==> src/rtl/clk_div_pkg.sv <==
// Shared encodings and defaults for the run-time square-wave clock divider.
package clk_div_pkg;

  localparam int unsigned DEFAULT_HALF = 100000;

  typedef enum logic [1:0] {
    OP_SET_HALF = 2'b00,
    OP_START    = 2'b01,
    OP_STOP     = 2'b10,
    OP_SINGLE   = 2'b11
  } cfg_op_e;

  typedef enum logic [1:0] {
    ST_IDLE,
    ST_RUN,
    ST_SINGLE,
    ST_DRAIN
  } state_e;

endpackage

==> src/rtl/clk_div_counter.sv <==
// Loadable half-period counter: toggles clk_out on each boundary and applies
// a shadowed half-period only at a boundary (or straight away once idle).
module clk_div_counter
  import clk_div_pkg::*;
#(
  parameter int               CNT_W      = 32,
  parameter logic [CNT_W-1:0] RESET_HALF = CNT_W'(DEFAULT_HALF)
) (
  input  logic             clk_in,
  input  logic             reset_n,
  input  logic             run,
  input  logic             clear,
  input  logic             set_direct,
  input  logic             shadow_wr,
  input  logic [CNT_W-1:0] half_in,
  output logic             boundary,
  output logic             clk_next,
  output logic             clk_out,
  output logic             tick,
  output logic             pending,
  output logic [CNT_W-1:0] half_active
);

  logic [CNT_W-1:0] cnt;
  logic [CNT_W-1:0] shadow;

  assign boundary = run && (cnt == half_active - CNT_W'(1));
  assign clk_next = boundary ? ~clk_out : clk_out;

  always_ff @(posedge clk_in or negedge reset_n) begin
    if (!reset_n) begin
      cnt     <= '0;
      clk_out <= 1'b0;
      tick    <= 1'b0;
    end else begin
      tick <= boundary && !clk_out && !clear;
      if (clear) begin
        cnt     <= '0;
        clk_out <= 1'b0;
      end else if (boundary) begin
        cnt     <= '0;
        clk_out <= ~clk_out;
      end else if (run) begin
        cnt <= cnt + CNT_W'(1);
      end
    end
  end

  // A pending value left over when the divider drops to idle is applied at once
  // so the handshake can never stall with nothing left to reach a boundary.
  always_ff @(posedge clk_in or negedge reset_n) begin
    if (!reset_n) begin
      half_active <= RESET_HALF;
      shadow      <= '0;
      pending     <= 1'b0;
    end else begin
      if (set_direct) begin
        half_active <= half_in;
      end else if (pending && (boundary || !run)) begin
        half_active <= shadow;
        pending     <= 1'b0;
      end
      if (shadow_wr) begin
        shadow  <= half_in;
        pending <= 1'b1;
      end
    end
  end

endmodule

==> src/rtl/clk_div_ctrl.sv <==
// Run-time controller for the square-wave clock divider: command handshake
// and start/stop/single-shot sequencing around clk_div_counter.
module clk_div_ctrl
  import clk_div_pkg::*;
#(
  parameter int          CNT_W        = 32,
  parameter int unsigned DEFAULT_HALF = clk_div_pkg::DEFAULT_HALF
) (
  input  logic             clk_in,
  input  logic             reset_n,
  input  logic             cfg_valid,
  output logic             cfg_ready,
  input  logic [1:0]       cfg_op,
  input  logic [CNT_W-1:0] cfg_half,
  output logic             clk_out,
  output logic             tick,
  output logic             running,
  output logic [CNT_W-1:0] half_active,
  output logic             cfg_err
);

  state_e state, state_next;
  logic   accept;
  logic   pending;
  logic   boundary;
  logic   clk_next;
  logic   clear;
  logic   set_direct;
  logic   shadow_wr;
  logic   err_next;

  assign cfg_ready = !pending;
  assign accept    = cfg_valid && cfg_ready;

  clk_div_counter #(
    .CNT_W      (CNT_W),
    .RESET_HALF (CNT_W'(DEFAULT_HALF))
  ) u_counter (
    .clk_in      (clk_in),
    .reset_n     (reset_n),
    .run         (state != ST_IDLE),
    .clear       (clear),
    .set_direct  (set_direct),
    .shadow_wr   (shadow_wr),
    .half_in     (cfg_half),
    .boundary    (boundary),
    .clk_next    (clk_next),
    .clk_out     (clk_out),
    .tick        (tick),
    .pending     (pending),
    .half_active (half_active)
  );

  // Decisions use clk_next, the level after this cycle's boundary toggle.
  always_comb begin
    state_next = state;
    clear      = 1'b0;
    set_direct = 1'b0;
    shadow_wr  = 1'b0;
    err_next   = 1'b0;
    if ((state == ST_SINGLE || state == ST_DRAIN) && boundary && clk_out)
      state_next = ST_IDLE;
    if (accept) begin
      case (cfg_op_e'(cfg_op))
        OP_SET_HALF: begin
          if (cfg_half == '0)
            err_next = 1'b1;
          else if (state == ST_IDLE)
            set_direct = 1'b1;
          else
            shadow_wr = 1'b1;
        end
        OP_START: begin
          if (state == ST_IDLE)
            clear = 1'b1;
          state_next = ST_RUN;
        end
        OP_STOP: begin
          if (state == ST_RUN || state == ST_SINGLE)
            state_next = clk_next ? ST_DRAIN : ST_IDLE;
        end
        OP_SINGLE: begin
          if (state == ST_IDLE) begin
            state_next = ST_SINGLE;
            clear      = 1'b1;
          end else if (state == ST_RUN) begin
            state_next = clk_next ? ST_DRAIN : ST_SINGLE;
          end
        end
        default: ;
      endcase
    end
    if (state != ST_IDLE && state_next == ST_IDLE)
      clear = 1'b1;
  end

  always_ff @(posedge clk_in or negedge reset_n) begin
    if (!reset_n) begin
      state   <= ST_IDLE;
      running <= 1'b0;
      cfg_err <= 1'b0;
    end else begin
      state   <= state_next;
      running <= (state_next != ST_IDLE);
      cfg_err <= err_next;
    end
  end

endmodule
==> config.mk <==
export PLATFORM = sky130hd
export DESIGN_NAME = clk_div_ctrl
export DESIGN_NICKNAME = d
export VERILOG_FILES = /design/src/rtl/clk_div_pkg.sv /design/src/rtl/clk_div_counter.sv /design/src/rtl/clk_div_ctrl.sv
export SDC_FILE = /design/constraint.sdc
export NUM_CORES = 1
export LEC_CHECK = 0
export ABC_AREA = 1
export CAP_MARGIN = 20
export CORE_ASPECT_RATIO = 0.8
export CORE_MARGIN = 1
export CORE_UTILIZATION = 40
export DETAILED_ROUTE_END_ITERATION = 7
export HOLD_SLACK_MARGIN = 0.1
export PLACE_DENSITY_LB_ADDON = 0.25
export SLEW_MARGIN = 25
export SYNTH_ARGS = -nofsm -noshare
export SYNTH_HDL_FRONTEND = slang
export SYNTH_SLANG_ARGS = --single-unit
==> constraint.sdc <==
create_clock -name clk_in -period 8.3 [get_ports clk_in]
set_clock_uncertainty 0.15 [all_clocks]
set_input_delay 1.245 -clock clk_in [delete_from_list [all_inputs] [get_ports clk_in]]
set_output_delay 1.245 -clock clk_in [all_outputs]
set_load 0.005 [all_outputs]
==> results of run 1 <==
==> flip-flops by register name (all words and copies together), names as in the netlist <==
name and flops:
u_counter.cnt 32, u_counter.half_active 32, u_counter.shadow 32, state 2, cfg_err 1, running 1
u_counter.clk_out 1, u_counter.pending 1, u_counter.tick 1
==> power by group <==
| part | switching, W | internal, W |
|---|---|---|
| clock network | 0.000209 | 0.000208 |
| logic | 0.0000206 | 0.0000170 |
| registers | 0 | 0.000501 |
| total | 0.000230 | 0.000726 |
==> through the flow <==
stage / cells / hold WS, ns / instance area, um2 / power [W]
detailed placement: 1204 / 0.323 / 7630 / 0.000550
global placement: 1204 / 0.316 / 7630 / 0.000550
finish: 1220 / 0.340 / 7920 / 0.000956
CTS: 1220 / 0.342 / 7920 / 0.000968
floorplan: 935 / 0.303 / 6740 / 0.000519
global route: 1220 / 0.357 / 7920 / 0.000986
==> worst min-delay path, delay by kind of cell (launching register included) <==
family	cells	cell delay, ns
compound gates	1	0.06
flops	1	0.35
simple gates	1	0.05
==> per-layer routing <==
metal  up-vias  part of all wire (%)  track usage, %
met3        20                   5.5            3.67
met4         0                   2.0            6.70
li1       3090                     -               -
met1      2805                    49            29.9
met2       147                    43            32.0
met5         -                     0               0
==> cell families after synthesis <==
family	after synthesis	share of synthesized area (%)
AND/OR/NAND/NOR	510	34.5
buffers and inverters	140	8.48
AO/OA/AOI/OAI	117	9.85
adder cells (fa/ha/maj)	7	1.30
XOR/XNOR	58	7.53
flip-flops	103	38.3
==> worst min-delay path by stage <==
stage                                startpoint                               end  slack (ns)  cells past startpoint
5_1_grt        u_counter.shadow[19]$_DFFE_PN0P_  u_counter.shadow[19]$_DFFE_PN0P_        0.36                      2
2_1_floorplan  u_counter.shadow[18]$_DFFE_PN0P_  u_counter.shadow[18]$_DFFE_PN0P_        0.30                      2
6_report       u_counter.shadow[10]$_DFFE_PN0P_  u_counter.shadow[10]$_DFFE_PN0P_        0.34                      2
3_5_place_dp   u_counter.shadow[28]$_DFFE_PN0P_  u_counter.shadow[28]$_DFFE_PN0P_        0.32                      2
3_3_place_gp    u_counter.shadow[5]$_DFFE_PN0P_   u_counter.shadow[5]$_DFFE_PN0P_        0.32                      2
4_1_cts        u_counter.shadow[16]$_DFFE_PN0P_  u_counter.shadow[16]$_DFFE_PN0P_        0.34                      2
==> cell usage after synthesis, drive strengths merged, types with 8 or more instances <==
master and count:
clkbuf 20, o211ai 11, buf 8, xor2 40, inv 112, a21oi 33
dfrtp 97, nand2 255, nand3 37, nand4 28, o21ai 57, xnor2 18
nand3b 11, nor4 8, o21a 9, nor3 12, nor2 151
==> layout make-up <==
| cell class | count | area [um2] | area share, % |
|---|---|---|---|
| multi-input cells | 692 | 3600 | 45.5 |
| inverters | 112 | 420 | 5.31 |
| well taps | 220 | 275 | 3.48 |
| clock buffers | 9 | 225 | 2.84 |
| clock inverters | 7 | 56.3 | 0.711 |
| repair buffers | 77 | 758 | 9.57 |
| flip-flops and latches | 103 | 2580 | 32.6 |
==> summary.md, run 1 <==
| Metric | Value |
|---|---|
| Result of the run | finished clean |
| Worst path slowest cell | sky130_fd_sc_hd__dfrtp_1 |
| Proportion of layout cells with a drive suffix above 1 | 8.70% |
| CTS sink cnt | 103 |
| DRC violation count after routing | 0 |
| Category of the worst setup path launch point | register |
| Arrival time reported for the critical path endpoint | 4.24 ns |
| Number of H-tree levels | 3 |
| Final worst path period need | 4.11 ns |
| Maximum single-stage delay on the critical path | 0.40 ns |
| Number of filler cells placed in the layout | 1716 |
| Sequential area share after synthesis | 38.3% |
| Worst max-slew margin expressed relative to the limit | 48.5% |
| Mean post-synth cell area | 7.21 um2 |
| Highest fanout seen on the critical path | 22 |
| First-pass DRT Iterations | 5 |
| Portion of synthesized cell area occupied by the leading cell type | 36.0% |
| Clock tree buffer depth | 2 |
| Class of the tightest hold or removal check | register to register |
| Number of stages on the worst setup path | 24 |
| Clock tree root driver cell | sky130_fd_sc_hd__clkbuf_16 |
| Number of input and output port buffers inserted | 73 |
| Site row count | 42 |
| Via-to-Cell Ratio | 4.97 |
| Number of instances in the synthesized netlist | 935 |
| Cell repeated most along the worst path | sky130_fd_sc_hd__nand2_1 |
| Leakage | 3.95 nW |
| Setup TNS | 0 ns |
| Crit path setup slack, layout | 4.19 ns |
| Clock buffers created by TritonCTS | 9 |
| Initial DRC count | 428 |
| Library cell occupying the most area in the post-synthesis netlist | sky130_fd_sc_hd__dfrtp_1 |
| GR Util All Layers | 20.9% |
| Leading cell type in the layout, fill and taps excluded | sky130_fd_sc_hd__nand2_1 |
| Worst vdd rail ir drop | 0.0856 mV |
| R2r endpoint | u_counter.cnt[27]$_DFFE_PN0P_ |
| Number of nets in the finished design | 1039 |
| Top cells by area, synth | sky130_fd_sc_hd__dfrtp_1 (36%), sky130_fd_sc_hd__nand2_1 (14%), sky130_fd_sc_hd__nor2_1 (6.5%), sky130_fd_sc_hd__inv_1 (6.1%), sky130_fd_sc_hd__xor2_1 (5.2%) |
| Mapped Area | 6740 um2 |
| Signed area change from the synthesized netlist to the final layout | 17.4% |
| RSZ-0062 raised after global routing | false |
| Largest net degree at the start of global routing | 66 |
| Element type at the critical path end | register |
| Routability congestion estimate from global placement | 0.923 |
| Routed wire length | 17200 um |
| Width of the die | 147 um |
| Number of global-route vias before repair | 5660 |
| Crit Path Category | register to register |
| Initial antenna violation count | 0 |
| Floorplan core area | 16500 um2 |
| Post-synthesis cell type count | 39 |
| FF-to-FF path depth | 24 |
| Final Util | 48.0% |
| Cells along the critical path | inv_2 > ha_1 > nand3_2 > nor2_2 > nand2_2 > nor2_1 > nand2_1 > nand2_1 > nand2_1 > nor2_1 > nand2_1 > nor2_2 > nand3_1 > inv_1 > ha_1 > a21oi_1 > inv_1 > nor2_1 > nand2_1 > nand2_1 > a21oi_2 > nand3_4 > nand3_4 > nor2_2 |
| Boundary Pins | 74 |
| Max Cap Viol | 0 |
| Die outline area | 17400 um2 |
| Setup slack at placement | 3.45 ns |
| Async S/R FF share, synth | 100% |
| Launch point of the critical path | u_counter.half_active[0]$_DFFE_PN0P_ |
| Most used cells in the layout excluding fill and tap cells | sky130_fd_sc_hd__nand2_1 (244), sky130_fd_sc_hd__nor2_1 (116), sky130_fd_sc_hd__inv_1 (110), sky130_fd_sc_hd__dfrtp_1 (97), sky130_fd_sc_hd__clkdlybuf4s50_1 (72) |
| Total of endpoints with negative setup slack in the final report | 0 |
| Category of cells accounting for the largest share of critical-path delay | simple AND/OR/NAND/NOR gates |
| Post-Synthesis Net Count | 979 |
| Data required time of the critical path | 8.43 ns |
| Number of enable-type register cells in the synthesized netlist | 0 |
| Final Hold Fails | 0 |
| Critical Path End | u_counter.cnt[27]$_DFFE_PN0P_ |
| Number of storage elements in the synthesis netlist | 103 |
| Wire length of the first global-routing pass | 28600 um |
| Post-CTS sizing | 0 |
| Routed via count | 6062 |
| Dominant synthesized flop cell | sky130_fd_sc_hd__dfrtp_1 |
| Slew at the pin closest to its max-slew limit | 0.765 ns |
| Cts-stage hold buffer count | 0 |
| R2R setup slack | 4.19 ns |
| Pins Over Slew Limit | 0 |
| Sum of buffers and inverters on the critical path | 3 |
| Later-pin clock latency in the skew report | 0.37 ns |
| Clock slew at reported path FFs | 0.07 ns |
| Reg-to-reg critical path startpoint | u_counter.half_active[0]$_DFFE_PN0P_ |
| DP Wirelength | 13000 um |
| Chip height | 118 um |
| Fmax achieved | 0.243 GHz |
| TritonCTS clock tree | done |
| Count of synthesis-stage warnings from yosys | 0 |
| Part of the cycle the worst path needs | 49.5% |
| Number of antenna cells inserted | 0 |
| Power per unit of standard cell area | 121 nW/um2 |
| Wire length per cell | 14.1 um |
| Starting utilization of the core area | 40.9% |
| Post-route antenna net violation count | 0 |
| GRT Residual Overflow | 0 |
| Setup bufs post-CTS | 0 |
Power figures use the tool's default switching activity.
==> inputs of run 2 (changes only) <==
- clock period: 8.3 -> 3.45 ns (I/O delays scaled with it)
==> run 2 against run 1 <==
Compared with the run above:
- global-route usage grew 0.97 points
- die area is the same
- worst setup slack lost 4.1 ns
- sequential cell count is the same
- fmax grew 22%
- sequential power grew 140%
- hold slack is essentially flat
- total power grew to 2.5 times the previous value
- core utilization grew 4.3 points
- critical path type unchanged
- largest power group unchanged
==> summary.md, run 2 (synthesis results as in run 1) <==
| Metric | Value |
|---|---|
| Power per unit of standard cell area | 282 nW/um2 (was 121 nW/um2) |
| Launch point of the critical path | u_counter.half_active[0]$_DFFE_PN0P_ (unchanged) |
| Largest registers | u_counter.cnt x32, u_counter.half_active x32, u_counter.shadow x32 (unchanged) |
| Routed via count | 6293 (was 6062) |
| Hold Slack | 0.339 ns (was 0.340 ns) |
| Reg-to-reg critical path startpoint | u_counter.half_active[0]$_DFFE_PN0P_ (unchanged) |
| Arrival time reported for the critical path endpoint | 3.46 ns (was 4.24 ns) |
| Starting utilization of the core area | 40.9% (unchanged) |
| Number of H-tree levels | 3 (unchanged) |
| Wire length of the first global-routing pass | 30000 um (was 28600 um) |
| Clock tree root driver cell | sky130_fd_sc_hd__clkbuf_16 (unchanged) |
| Chip height | 118 um (unchanged) |
| Result of the run | finished clean (unchanged) |
| Site row count | 42 (unchanged) |
| Proportion of layout cells with a drive suffix above 1 | 16.3% (was 8.70%) |
| GR Util All Layers | 21.9% (was 20.9%) |
| Wire length per cell | 14.6 um (was 14.1 um) |
| Number of global-route vias before repair | 5815 (was 5660) |
| Final worst path period need | 3.36 ns (was 4.11 ns) |
| Worst max-slew margin expressed relative to the limit | 57.1% (was 48.5%) |
| Later-pin clock latency in the skew report | 0.36 ns (was 0.37 ns) |
| Worst vdd rail ir drop | 0.225 mV (was 0.0856 mV) |
| Leakage | 4.28 nW (was 3.95 nW) |
| Initial DRC count | 339 (was 428) |
| Final Hold Fails | 0 (unchanged) |
| Class of the tightest hold or removal check | register to register (unchanged) |
| First-pass DRT Iterations | 5 (unchanged) |
| DRC violation count after routing | 0 (unchanged) |
| Fmax achieved | 0.298 GHz (was 0.243 GHz) |
| RSZ-0062 raised after global routing | true (was false) |
| Clock buffers created by TritonCTS | 9 (unchanged) |
| Slew at the pin closest to its max-slew limit | 0.643 ns (was 0.765 ns) |
| Maximum single-stage delay on the critical path | 0.38 ns (was 0.40 ns) |
| Routed wire length | 18600 um (was 17200 um) |
| Setup TNS | 0 ns (unchanged) |
| TritonCTS clock tree | done (unchanged) |
| Critical hold path startpoint | u_counter.shadow[10]$_DFFE_PN0P_ (unchanged) |
| Die outline area | 17400 um2 (unchanged) |
| Category of the worst setup path launch point | register (unchanged) |
| Signed area change from the synthesized netlist to the final layout | 28.0% (was 17.4%) |
| Max Cap Viol | 0 (unchanged) |
| Number of input and output port buffers inserted | 73 (unchanged) |
| Data required time of the critical path | 3.55 ns (was 8.43 ns) |
| Routability congestion estimate from global placement | 0.877 (was 0.923) |
| Final Util | 52.3% (was 48.0%) |
| DP Wirelength | 13800 um (was 13000 um) |
| Highest fanout seen on the critical path | 9 (was 22) |
| Clock slew at reported path FFs | 0.08 ns (was 0.07 ns) |
| Pins Over Slew Limit | 0 (unchanged) |
| Via-to-Cell Ratio | 4.95 (was 4.97) |
| Worst path slowest cell | sky130_fd_sc_hd__dfrtp_1 (unchanged) |
| Total of endpoints with negative setup slack in the final report | 0 (unchanged) |
| Number of nets in the finished design | 1090 (was 1039) |
| Boundary Pins | 74 (unchanged) |
| Sum of buffers and inverters on the critical path | 5 (was 3) |
| Number of antenna cells inserted | 0 (unchanged) |
| CTS sink cnt | 103 (unchanged) |
| Most used cells in the layout excluding fill and tap cells | sky130_fd_sc_hd__nand2_1 (234), sky130_fd_sc_hd__inv_1 (107), sky130_fd_sc_hd__nor2_1 (106), sky130_fd_sc_hd__dfrtp_1 (93), sky130_fd_sc_hd__clkdlybuf4s50_1 (72) (was sky130_fd_sc_hd__nand2_1 (244), sky130_fd_sc_hd__nor2_1 (116), sky130_fd_sc_hd__inv_1 (110), sky130_fd_sc_hd__dfrtp_1 (97), sky130_fd_sc_hd__clkdlybuf4s50_1 (72)) |
| GRT Residual Overflow | 0 (unchanged) |
| Largest net degree at the start of global routing | 66 (unchanged) |
| Leading cell type in the layout, fill and taps excluded | sky130_fd_sc_hd__nand2_1 (unchanged) |
| Floorplan core area | 16500 um2 (unchanged) |
| Number of filler cells placed in the layout | 1629 (was 1716) |
| Category of cells accounting for the largest share of critical-path delay | simple AND/OR/NAND/NOR gates (unchanged) |
| Width of the die | 147 um (unchanged) |
| Crit Path Category | register to register (unchanged) |
| Cell repeated most along the worst path | sky130_fd_sc_hd__nand2_1 (unchanged) |
| Part of the cycle the worst path needs | 97.3% (was 49.5%) |
| Clock tree buffer depth | 2 (unchanged) |
| Element type at the critical path end | register (unchanged) |
| Post-route antenna net violation count | 0 (unchanged) |
| Initial antenna violation count | 0 (unchanged) |
## run 2: cell types whose count changed in the layout (fill, tap and decap cells not counted), moves of 3 or more
cell,delta
sky130_fd_sc_hd__buf_12,+6
sky130_fd_sc_hd__nor2_2,+4
sky130_fd_sc_hd__clkinv_4,+3
sky130_fd_sc_hd__dfrtp_2,+4
sky130_fd_sc_hd__inv_1,-3
sky130_fd_sc_hd__nor2_4,+6
sky130_fd_sc_hd__dfrtp_1,-4
sky130_fd_sc_hd__inv_2,+3
sky130_fd_sc_hd__nand2_2,+9
sky130_fd_sc_hd__buf_4,+40
sky130_fd_sc_hd__nand2_1,-10
sky130_fd_sc_hd__nor2_1,-10
## run 2: per-layer routing
metal / track usage [%] / up-vias / wire, um
li1: - / 3189 / -
met1: 31.8 / 2937 / 9100
met2: 33.5 / 153 / 8330
met3: 4.29 / 14 / 982
met4: 5.03 / 0 / 181
met5: 0 / - / 0
## run 2: worst reg2reg max path: cells and delay by family (launching register included)
kind | cells | cell delay, ns
AND/OR/NAND/NOR | 15 | 1.31
buffers and inverters | 5 | 0.57
adder cells (fa/ha/maj) | 2 | 0.46
AO/OA/AOI/OAI | 3 | 0.40
flip-flops | 1 | 0.38
## run 2: report_power, final
part | switching (W) | internal [W] | total, W
logic | 0.0000490 | 0.0000436 | 0.0000926
clock network | 0.000491 | 0.000645 | 0.00114
registers | 0 | 0.00121 | 0.00121
total | 0.000540 | 0.00190 | 0.00244
## run 2: timing repair
item | 4_1_cts | 5_1_grt
hold buffers | 1 | 0
setup endpoints to repair | 0 | 39
endpoints found under the hold margin | 44 | 0
buffers inserted | 0 | 17
gates resized for setup | 0 | 49
## run 2: layout make-up
class | instances | area [um2] | area share [%]
timing repair buffer | 128 | 1260 | 14.6
multi-input combinational | 692 | 3760 | 43.5
inverter | 112 | 420 | 4.87
clock inverter | 7 | 105 | 1.22
clock buffer | 9 | 225 | 2.61
sequential | 103 | 2590 | 30.0
tap | 220 | 275 | 3.19
## run 2: worst paths after layout
kind                       depth (start not counted)  slack [ns]                                    end
min                                                2        0.34       u_counter.shadow[10]$_DFFE_PN0P_
max                                               25        0.09          u_counter.cnt[31]$_DFFE_PN0P_
max reg2reg                                       25        0.09          u_counter.cnt[31]$_DFFE_PN0P_
min in group asynchronous                          2        0.57        u_counter.shadow[1]$_DFFE_PN0P_
min reg2reg                                        2        0.34       u_counter.shadow[10]$_DFFE_PN0P_
max in group asynchronous                          3        1.82  u_counter.half_active[16]$_DFFE_PN1P_
## run 2: metrics by stage
| stage | area [um2] | power [W] | setup slack (ns) | std cells |
|---|---|---|---|---|
| 5_1_grt | 8630 | 0.00252 | -0.162 | 1271 |
| 6_report | 8630 | 0.00244 | 0.0924 | 1271 |
| 2_1_floorplan | 6740 | 0.00125 | 0.187 | 935 |
| 3_3_place_gp | 7940 | 0.00132 | 0.109 | 1235 |
| 4_1_cts | 8280 | 0.00247 | 0.0182 | 1252 |
| 3_5_place_dp | 7940 | 0.00132 | 0.0412 | 1235 |
